**config.mk**
```make
export PLATFORM = sky130hd
export DESIGN_NAME = mem_arbiter
export DESIGN_NICKNAME = d
export VERILOG_FILES = /design/src/rtl/mem_arbiter.sv
export SDC_FILE = /design/constraint.sdc
export NUM_CORES = 1
export LEC_CHECK = 0
export BUFFER_PORTS_ARGS = -buffer_cell sky130_fd_sc_hd__clkbuf_2
export CAP_MARGIN = 30
export CORE_MARGIN = 5
export CORE_UTILIZATION = 38
export DETAILED_ROUTE_END_ITERATION = 7
export PLACE_DENSITY_LB_ADDON = 0.12
export SLEW_MARGIN = 20
export SYNTH_ARGS = -nofsm -noshare
export SYNTH_HDL_FRONTEND = slang
export SYNTH_SLANG_ARGS = --single-unit
```
**constraint.sdc**
```tcl
create_clock -name clk -period 1.2 [get_ports clk]
set_input_delay 0.06 -clock clk [delete_from_list [all_inputs] [get_ports clk]]
set_output_delay 0.06 -clock clk [all_outputs]
set_load 0.02 [all_outputs]
```
**src/rtl/mem_arbiter.sv**
```systemverilog
`default_nettype none
// ============================================================================
//  Module   : mem_arbiter
//  Desc     : Two-port round-robin arbiter sharing a single-ported RAM
//             between the instruction-fetch port and the load/store port.
//             Grant is combinational; read data and acks are registered.
//  Revision : 1.0 - initial release
// ============================================================================
module mem_arbiter #(
    parameter int ADDRESS_WIDTH = 12,
    parameter int WIDTH         = 32
) (
    input  logic                     clk,
    input  logic                     rst,

    // Instruction-fetch port
    input  logic                     if_req,
    input  logic [ADDRESS_WIDTH-1:0] if_addr,
    output logic                     if_ack,
    output logic [WIDTH-1:0]         if_rdata,

    // Load/store port
    input  logic                     d_req,
    input  logic                     d_we,
    input  logic [ADDRESS_WIDTH-1:0] d_addr,
    input  logic [WIDTH-1:0]         d_wdata,
    output logic                     d_ack,
    output logic [WIDTH-1:0]         d_rdata,

    // RAM side
    output logic                     mem_we,
    output logic [ADDRESS_WIDTH-1:0] mem_raddr,
    output logic [ADDRESS_WIDTH-1:0] mem_waddr,
    output logic [WIDTH-1:0]         mem_wdata,
    input  logic [WIDTH-1:0]         mem_rdata
);

    // Requester identifiers stored in the last-grant register
    localparam logic c_GRANT_IF = 1'b0;
    localparam logic c_GRANT_D  = 1'b1;

    logic             r_if_ack;
    logic             r_d_ack;
    logic [WIDTH-1:0] r_if_rdata;
    logic [WIDTH-1:0] r_d_rdata;
    logic             r_last_grant;

    logic             w_if_elig;
    logic             w_d_elig;
    logic             w_grant_if;
    logic             w_grant_d;

    // A requester sitting in its ack cycle is retiring its request, so it is
    // not eligible; this is also what bounds the loser's wait to one cycle.
    always_comb begin
        w_if_elig  = if_req & ~r_if_ack;
        w_d_elig   = d_req  & ~r_d_ack;
        w_grant_if = w_if_elig & (~w_d_elig | (r_last_grant == c_GRANT_D));
        w_grant_d  = w_d_elig  & (~w_if_elig | (r_last_grant == c_GRANT_IF));
    end

    // Memory-side steering; write path always carries the data port values
    always_comb begin
        mem_raddr = w_grant_d ? d_addr : if_addr;
        mem_waddr = d_addr;
        mem_wdata = d_wdata;
        mem_we    = w_grant_d & d_we & ~rst;
    end

    // Ack pulses, read-data capture and round-robin history
    always_ff @(posedge clk) begin
        if (rst) begin
            r_if_ack     <= 1'b0;
            r_d_ack      <= 1'b0;
            r_if_rdata   <= '0;
            r_d_rdata    <= '0;
            r_last_grant <= c_GRANT_D;
        end else begin
            r_if_ack <= w_grant_if;
            r_d_ack  <= w_grant_d;
            if (w_grant_if) begin
                r_last_grant <= c_GRANT_IF;
                r_if_rdata   <= mem_rdata;
            end
            if (w_grant_d) begin
                r_last_grant <= c_GRANT_D;
                if (!d_we) begin
                    r_d_rdata <= mem_rdata;
                end
            end
        end
    end

    assign if_ack   = r_if_ack;
    assign d_ack    = r_d_ack;
    assign if_rdata = r_if_rdata;
    assign d_rdata  = r_d_rdata;

endmodule
`default_nettype wire
```
# ---- Yosys cells after proc, flatten, opt, wreduce, memory -nomap -nowiden
# Index checks and enable logic that the tools add are counted.
dict set report totals {
  regBits 67
  latch_bits 0
  ramBits 0
  rom_bits 0
  inputBits 93
  output_inout_bits 123
  wordCells 23
  n_memories 0
}
dict set report op_classes {
  addsub 0
  n_mul 0
  div 0
  magnitude_cmp 0
  eq_ne 0
  n_shift 0
  n_mux 1
  bitwise_logic 15
  n_reduce_logical 2
}
# cell count
set ops {}
lappend ops {{12-bit two-way mux} 1}
lappend ops {{1-bit inverter} 7}
lappend ops {{1-bit AND} 6}
lappend ops {{1-bit bitwise OR} 2}
lappend ops {{2-bit AND reduction} 1}
lappend ops {{2-bit OR reduction} 1}

# ---- Longest topological paths before layout
# Gate-level depths: netlist (run 1).
dict set report depth {
  depth_word 7
  depth_mapped 5
  depth_no_buf 3
}

# ---- Worst setup path after synthesis (run 1)
# Ideal clock, no wire load.
dict set report synth_path {
  path_kind {reg2out}
  startpoint {register r_if_ack, in the netlist if_ack}
  endpoint {output port mem_we}
  arrival_ns 1.514
  required_ns 1.140
  setup_slack_ns -0.374
  stages_incl_launch_ff 6
  n_path_buf 2
  cell_sequence {dfxtp_1 -> nand3b_2 -> nand2b_1 -> buf_6 -> buf_6 -> nor3b_1}
}
dict set report synth_via {
  elab_chain_cells 7
}
# item line_no
set synth_lines {}
lappend synth_lines {{start, declared} 42} ;# logic r_if_ack;
lappend synth_lines {{start signal, assigned} 79} ;# r_if_ack <= w_grant_if;
lappend synth_lines {{1-bit inverter} 56} ;# w_if_elig = if_req & ~r_if_ack;
lappend synth_lines {{1-bit AND} 56}
lappend synth_lines {{1-bit inverter} 59} ;# w_grant_d = w_d_elig & (~w_if_elig | (r_last_grant == c_GRANT_IF));
lappend synth_lines {{1-bit bitwise OR} 59}
lappend synth_lines {{1-bit AND} 59}
lappend synth_lines {{1-bit AND (2 in series)} 67} ;# mem_we = w_grant_d & d_we & ~rst;
lappend synth_lines {{end, declared} 31} ;# output logic mem_we,
# Every way passes these cells.

# ---- Final worst setup path (run 1)
dict set report layout_path {
  startpoint {register r_if_ack, in the netlist if_ack}
  endpoint {output port mem_raddr[3]}
}
dict set report layout_via {
  elab_chain_cells 6
}
# item line_no
set layout_lines {}
lappend layout_lines {{1-bit inverter} 56}
lappend layout_lines {{1-bit AND} 56}
lappend layout_lines {{1-bit inverter} 59}
lappend layout_lines {{1-bit bitwise OR} 59}
lappend layout_lines {{1-bit AND} 59}
lappend layout_lines {{12-bit two-way mux} 64} ;# mem_raddr = w_grant_d ? d_addr : if_addr;
lappend layout_lines {{end, declared} 32} ;# output logic [ADDRESS_WIDTH-1:0] mem_raddr,
# Every way passes these cells.

==> run metrics, run 1 <==
commonest cells after routing, fill and taps aside=clkbuf_2 (138), nand2b_1 (65), dfxtp_1 (64); IO Pins=216; Iteration-0 DRC Markers=57; max cap viols=0; Power per Cell Area=1204 nW/um^2; first-pass GRT wire length=14960 um; total clock buffers created by CTS=9; Die Area=10770 sq um; Final period util=128.9%; total core area=8636 sq um; f_max=646.5 MHz; Routed wire per std cell=15.09 um; HPWL Detailed=6029 um; CTS sink cnt=67; ANT nets after route=0; Peak supply drop=745.7 uV; Worst EP required=1.14 ns; Area growth syn-to-layout=50.73%; initial antenna violation count=0; Finish-stage setup viols=78; GRT Overall Usage=16.74%; cells on worst reg2reg path=6; Max FO, Critical Path=7; Hold Path End=d_rdata[29]$_SDFFE_PP0P_; DRC viols=0; Mean Syn Cell Area=9.388 sq um; violated checks=negative setup slack; leakage power=2.399 nW; asr flop ratio synth=0%; die height=103.8 um; placed instance area=3975 sq um; CP peak stage delay=0.34 ns; final WL=9313 um; nets=597; syn_nets=449; Critical Path Sink Type=output port; drt first pass iters=4; DR vias/cell=4.616; total power=0.006065 W; worst hold path type=in2reg; num rows=34; Cells on Worst Hold Path=3; delay-heaviest family, CP=simple AND/OR/NAND/NOR gates; Final Slew Violations=0; final setup skew=0.01291 ns; Buffers on Ports=151; Yosys reg bits=67; CTS tree=done; pin count of the biggest net entering global routing=76; Hold WS=0.01203 ns; CP Cell Sequence=nand3b_4 > nand2b_4 > mux2_4 > buf_8; via count=2848; Rel. slew slack=82.04%; Post-Syn Instances=356; distinct cell type count after synthesis=23; ys flop type=dfxtp_1; crit path DAT=1.49 ns; final hold viol count=0; worst-margin pin slew=0.2694 ns; Seq/Total Area, Yosys=40.13%; CTS clk-pin slew, worst paths=0.07 ns; clock buffer depth=2; Worst R2R Setup Slack=-0.31 ns; Antenna Cells=0; GR Overflow Total=0; htree depth=3; RSZ-0062 raised after global routing=true; final instance area=5037 sq um; CP Class=reg2out; worst reg2reg path startpoint=d_ack$_SDFF_PP0_; routability-driven placement congestion ratio=0.7509; Worst path slowest cell=dfxtp_4; Starting Density=38.70%; Place WS=-0.1144 ns; Hold Crit Start=mem_rdata[29]; Die Span X=103.8 um; fin worst setup slack=-0.3467 ns; EDFF count, synth=0; Critical path buffers and inverters=1; Clock Latency Late Sink=0.34 ns; clk root buf=clkbuf_8; Worst setup SP type=flop; vias in the first global route=3006; synthesized cell area=3342 sq um; YS warnings=0; Final min period=1.547 ns; status=finished with violations; reg-to-reg critical path endpoint=d_rdata[11]$_SDFFE_PP0P_; layout cells sized above 1=50.69%; commonest non-fill, non-tap cell in the layout=clkbuf_2
==> kinds of logic after synthesis <==
kind of cell           synth area share (%)
AO/OA/AOI/OAI                         10.22
flip-flops                            40.13
buffers and inverters                 14.56
AND/OR/NAND/NOR                       20.67
multiplexers                          14.41
==> cell usage after synthesis (all sizes together) (2+ instances only) <==
| cell type | number | area [sq um] |
|---|---|---|
| nand2b | 68 | 432.9 |
| dfxtp | 67 | 1341 |
| o21ai | 65 | 329.1 |
| buf | 54 | 426.7 |
| mux2i | 32 | 320.3 |
| nor2b | 32 | 200.2 |
| clkbuf | 16 | 60.06 |
| mux2 | 12 | 161.4 |
| nor2 | 2 | 7.510 |
==> repair_timing <==
item	4_1_cts	5_1_grt
pin swaps	4	3
buffers inserted	9	2
hold buffers	23	0
endpoints found under the setup margin	67	78
hold endpoints to repair	41	0
cloned	7	2
gates resized for setup	71	53
==> report_power, final <==
group          switching (W)  internal [W]
Clock               0.000882       0.00123
Sequential         0.0000701       0.00236
Combinational       0.000760      0.000770
==> per-layer routing <==
| metal | global-route usage [%] | vias to the layer above | routed length, um |
|---|---|---|---|
| met5 | 0 | - | 0 |
| met4 | 3.330 | 0 | 15 |
| met3 | 7.152 | 2 | 647 |
| met2 | 27.69 | 94 | 4640 |
| met1 | 20.34 | 1318 | 4010 |
| li1 | - | 1434 | - |
==> flip-flops by register name (all words and copies together) (netlist names) <==
register,count
r_last_grant,1
d_rdata,32
d_ack,1
if_ack,1
if_rdata,32
==> cell type report <==
type / count / area (sq um)
Fill cell: 790 / 3598
Timing Repair Buffer: 206 / 1599
Sequential cell: 67 / 1353
Clock buffer: 10 / 137.6
Clock inverter: 6 / 88.84
Multi-Input combinational cell: 220 / 1724
Tap cell: 108 / 135.1
==> worst register-to-register path, delay by kind of cell, from the launching register on <==
| kind | cells | cell delay [ns] |
|---|---|---|
| compound gates | 1 | 0.10 |
| simple gates | 2 | 0.60 |
| flops | 1 | 0.34 |
| buf+inv | 3 | 0.40 |
==> worst max-delay path by stage <==
stage                         startpoint             to  slack (ns)  cells past startpoint
2_1_floorplan           d_ack$_SDFF_PP0_  mem_raddr[10]       -0.07                      5
3_5_place_dp   r_last_grant$_SDFFE_PP1P_  mem_raddr[11]       -0.11                      4
5_1_grt                if_ack$_SDFF_PP0_   mem_raddr[3]       -0.41                      4
4_1_cts                if_ack$_SDFF_PP0_   mem_raddr[9]       -0.40                      4
3_3_place_gp   r_last_grant$_SDFFE_PP1P_  mem_raddr[11]       -0.08                      4
6_report               if_ack$_SDFF_PP0_   mem_raddr[3]       -0.35                      4
==> stage by stage <==
step	setup TNS [ns]	utilization, %	cells
2_1_floorplan	-1.537	-	356
3_3_place_gp	-2.818	46.03	561
3_5_place_dp	-3.890	46.03	561
4_1_cts	-18.00	56.23	615
5_1_grt	-20.03	58.33	617
6_report	-16.72	58.33	617
Note: power is estimated with default switching activity, not from simulation.
==> run 2, diff against run 1 <==
--- a/config.mk
+++ b/config.mk
@@ -11,6 +11,7 @@
 export CORE_UTILIZATION = 38
 export DETAILED_ROUTE_END_ITERATION = 7
 export PLACE_DENSITY_LB_ADDON = 0.12
+export SETUP_SLACK_MARGIN = 0.15
 export SLEW_MARGIN = 20
 export SYNTH_ARGS = -nofsm -noshare
 export SYNTH_HDL_FRONTEND = slang
==> run 2 against run 1 <==
The run still ends with negative setup slack left. Power increased by 0.95%. Sequential share of layout area is 0.73 points lower. Combinational power increased by 5%. Die area did not move. Clock-buffer cell count unchanged. Flip-flop and latch count did not move. Largest cell class unchanged. Final area up 2.6%. Via count rose by 2.2%. Hold slack got worse by 0.00060 ns. Critical path depth did not move. Utilization rose by 1.5 points. Register-to-register slack hardly changed.
==> run metrics, run 2 (synthesized netlist as in run 1, its figures left out) <==
status=finished with violations; violated checks=negative setup slack; CTS sink cnt=67 (unchanged); worst hold path type=in2reg; via count=2911 (+2.2%); pin count of the biggest net entering global routing=70 (-7.9%); GR Overflow Total=0 (unchanged); Buffers on Ports=151 (unchanged); layout cells sized above 1=54.49% (+3.8 points); drt first pass iters=4 (unchanged); fillers=765 (-3.2%); Final Slew Violations=0 (unchanged); die height=103.8 um (unchanged); end of the critical path=mem_raddr[3]; Worst R2R Setup Slack=-0.30 ns (about the same); Starting Density=38.70% (unchanged); Worst EP required=1.14 ns (about the same); Final Core Density=59.85% (+1.5 points); Final period util=130.5% (+1.6 points); clk root buf=clkbuf_8; DRC viols=0 (unchanged); Iteration-0 DRC Markers=62 (+8.8%); Die Area=10770 sq um (unchanged); Rel. slew slack=80.96% (-1.1 points); vias in the first global route=3000 (-0.20%); Finish-stage setup viols=78 (unchanged); Die Span X=103.8 um (unchanged); cells on worst reg2reg path=6 (unchanged); clock buffer depth=2 (unchanged); commonest non-fill, non-tap cell in the layout=clkbuf_2; Max FO, Critical Path=7 (unchanged); Final min period=1.566 ns (+0.01967 ns); Antenna Cells=0 (unchanged); Peak supply drop=730.1 uV (-2.1%); initial antenna violation count=0 (unchanged); reg-to-reg critical path endpoint=d_rdata[25]$_SDFFE_PP0P_; Power per Cell Area=1184 nW/um^2 (-1.6%); IO Pins=216 (unchanged); worst reg2reg path startpoint=d_ack$_SDFF_PP0_; final hold viol count=0 (unchanged); HPWL Detailed=6193 um (+2.7%); Clock Latency Late Sink=0.33 ns (about the same); first-pass GRT wire length=15260 um (+2.0%); CTS clk-pin slew, worst paths=0.08 ns (about the same); leakage power=2.446 nW (+1.9%); final WL=9611 um (+3.2%); routability-driven placement congestion ratio=0.7550 (+0.55%); max cap viols=0 (unchanged); placed instance area=3995 sq um (+0.50%); final setup skew=0.006990 ns (-0.005917 ns); Critical Path Sink Type=output port; Crit. Startpoint=if_ack$_SDFF_PP0_; DR vias/cell=4.695 (+1.7%); htree depth=3 (unchanged); nets=600 (+0.50%); Sequential Area=1350 sq um (-0.19%); commonest cells after routing, fill and taps aside=clkbuf_2 (136), nand2b_1 (65), dfxtp_1 (64); multi-input logic area=1792 sq um (+3.9%); final instance area=5169 sq um (+2.6%); Routed wire per std cell=15.50 um (+2.7%); ANT nets after route=0 (unchanged); num rows=34 (unchanged); crit path DAT=1.51 ns (+0.02 ns); RSZ-0062 raised after global routing=true; f_max=638.4 MHz (-1.3%); Worst setup SP type=flop; worst-margin pin slew=0.2856 ns (+0.01617 ns); total clock buffers created by CTS=9 (unchanged); Area growth syn-to-layout=54.66%; total core area=8636 sq um (unchanged); fin worst setup slack=-0.3664 ns (-0.01967 ns); CTS tree=done; CP Class=reg2out; GRT Overall Usage=16.95% (+0.21 points)
==> run 2: cell types whose count changed in the layout (fill, tap and decap cells not counted), sizes merged <==
cell	change
buf	+6
dlygate4sd3	-1
clkbuf	-2
==> run 2: worst max-delay path, stage by stage (launching register included) <==
cell	delay, ns
dfxtp_4	0.34
nand3b_4	0.19
nand2b_4	0.17
mux2_4	0.33
buf_8	0.13
==> run 2: area by class of cell <==
cell class | count | area share, %
repair buffers | 209 | 32.22
clock buffers | 10 | 2.663
multi-input cells | 220 | 34.66
well taps | 108 | 2.614
flip-flops and latches | 67 | 26.12
clock inverters | 6 | 1.719
==> run 2: report_power, final <==
group	switching [W]	internal, W
clock network	0.000876	0.00123
logic	0.000794	0.000801
registers	0.0000691	0.00236
==> run 2: stage by stage <==
| stage | hold slack [ns] | power, W | worst slack (ns) | std cells | setup TNS, ns |
|---|---|---|---|---|---|
| finish | 0.01142 | 0.006122 | -0.3664 | 620 | -18.64 |
| global route | 0.008824 | 0.006421 | -0.4320 | 620 | -22.34 |
| CTS | 0.00001449 | 0.006070 | -0.4115 | 614 | -16.35 |
| detailed placement | 0.1201 | 0.003636 | -0.1022 | 562 | -3.579 |
| global placement | 0.1201 | 0.003624 | -0.07177 | 562 | -2.372 |
| floorplan | 0.2275 | 0.003401 | -0.07295 | 356 | -1.584 |
==> run 2: worst min-delay path by stage <==
stage	startpoint	to	slack, ns	cells past startpoint
after floorplan	mem_rdata[13]	d_rdata[13]$_SDFFE_PP0P_	0.23	2
after global placement	d_wdata[31]	mem_wdata[31]	0.12	0
after detailed placement	d_wdata[31]	mem_wdata[31]	0.12	0
after CTS	mem_rdata[8]	d_rdata[8]$_SDFFE_PP0P_	0.00001	3
after global routing	mem_rdata[1]	d_rdata[1]$_SDFFE_PP0P_	0.009	3
final	mem_rdata[1]	d_rdata[1]$_SDFFE_PP0P_	0.01	3
==> run 2: timing repair <==
action	CTS	global route
hold buffers	22	0
endpoints found under the hold margin	34	0
cloned	6	3
resized for setup	102	49
pin swaps	2	2
setup endpoints to repair	78	81
setup buffers	8	3
==> run 2: metal layers <==
metal  track usage, %  vias to the layer above  wire, um
li1                 -                     1446         -
met1            21.00                     1357      4064
met2            27.91                       91      4795
met3            5.286                       17       627
met4            5.550                        0       124
met5                0                        -         0
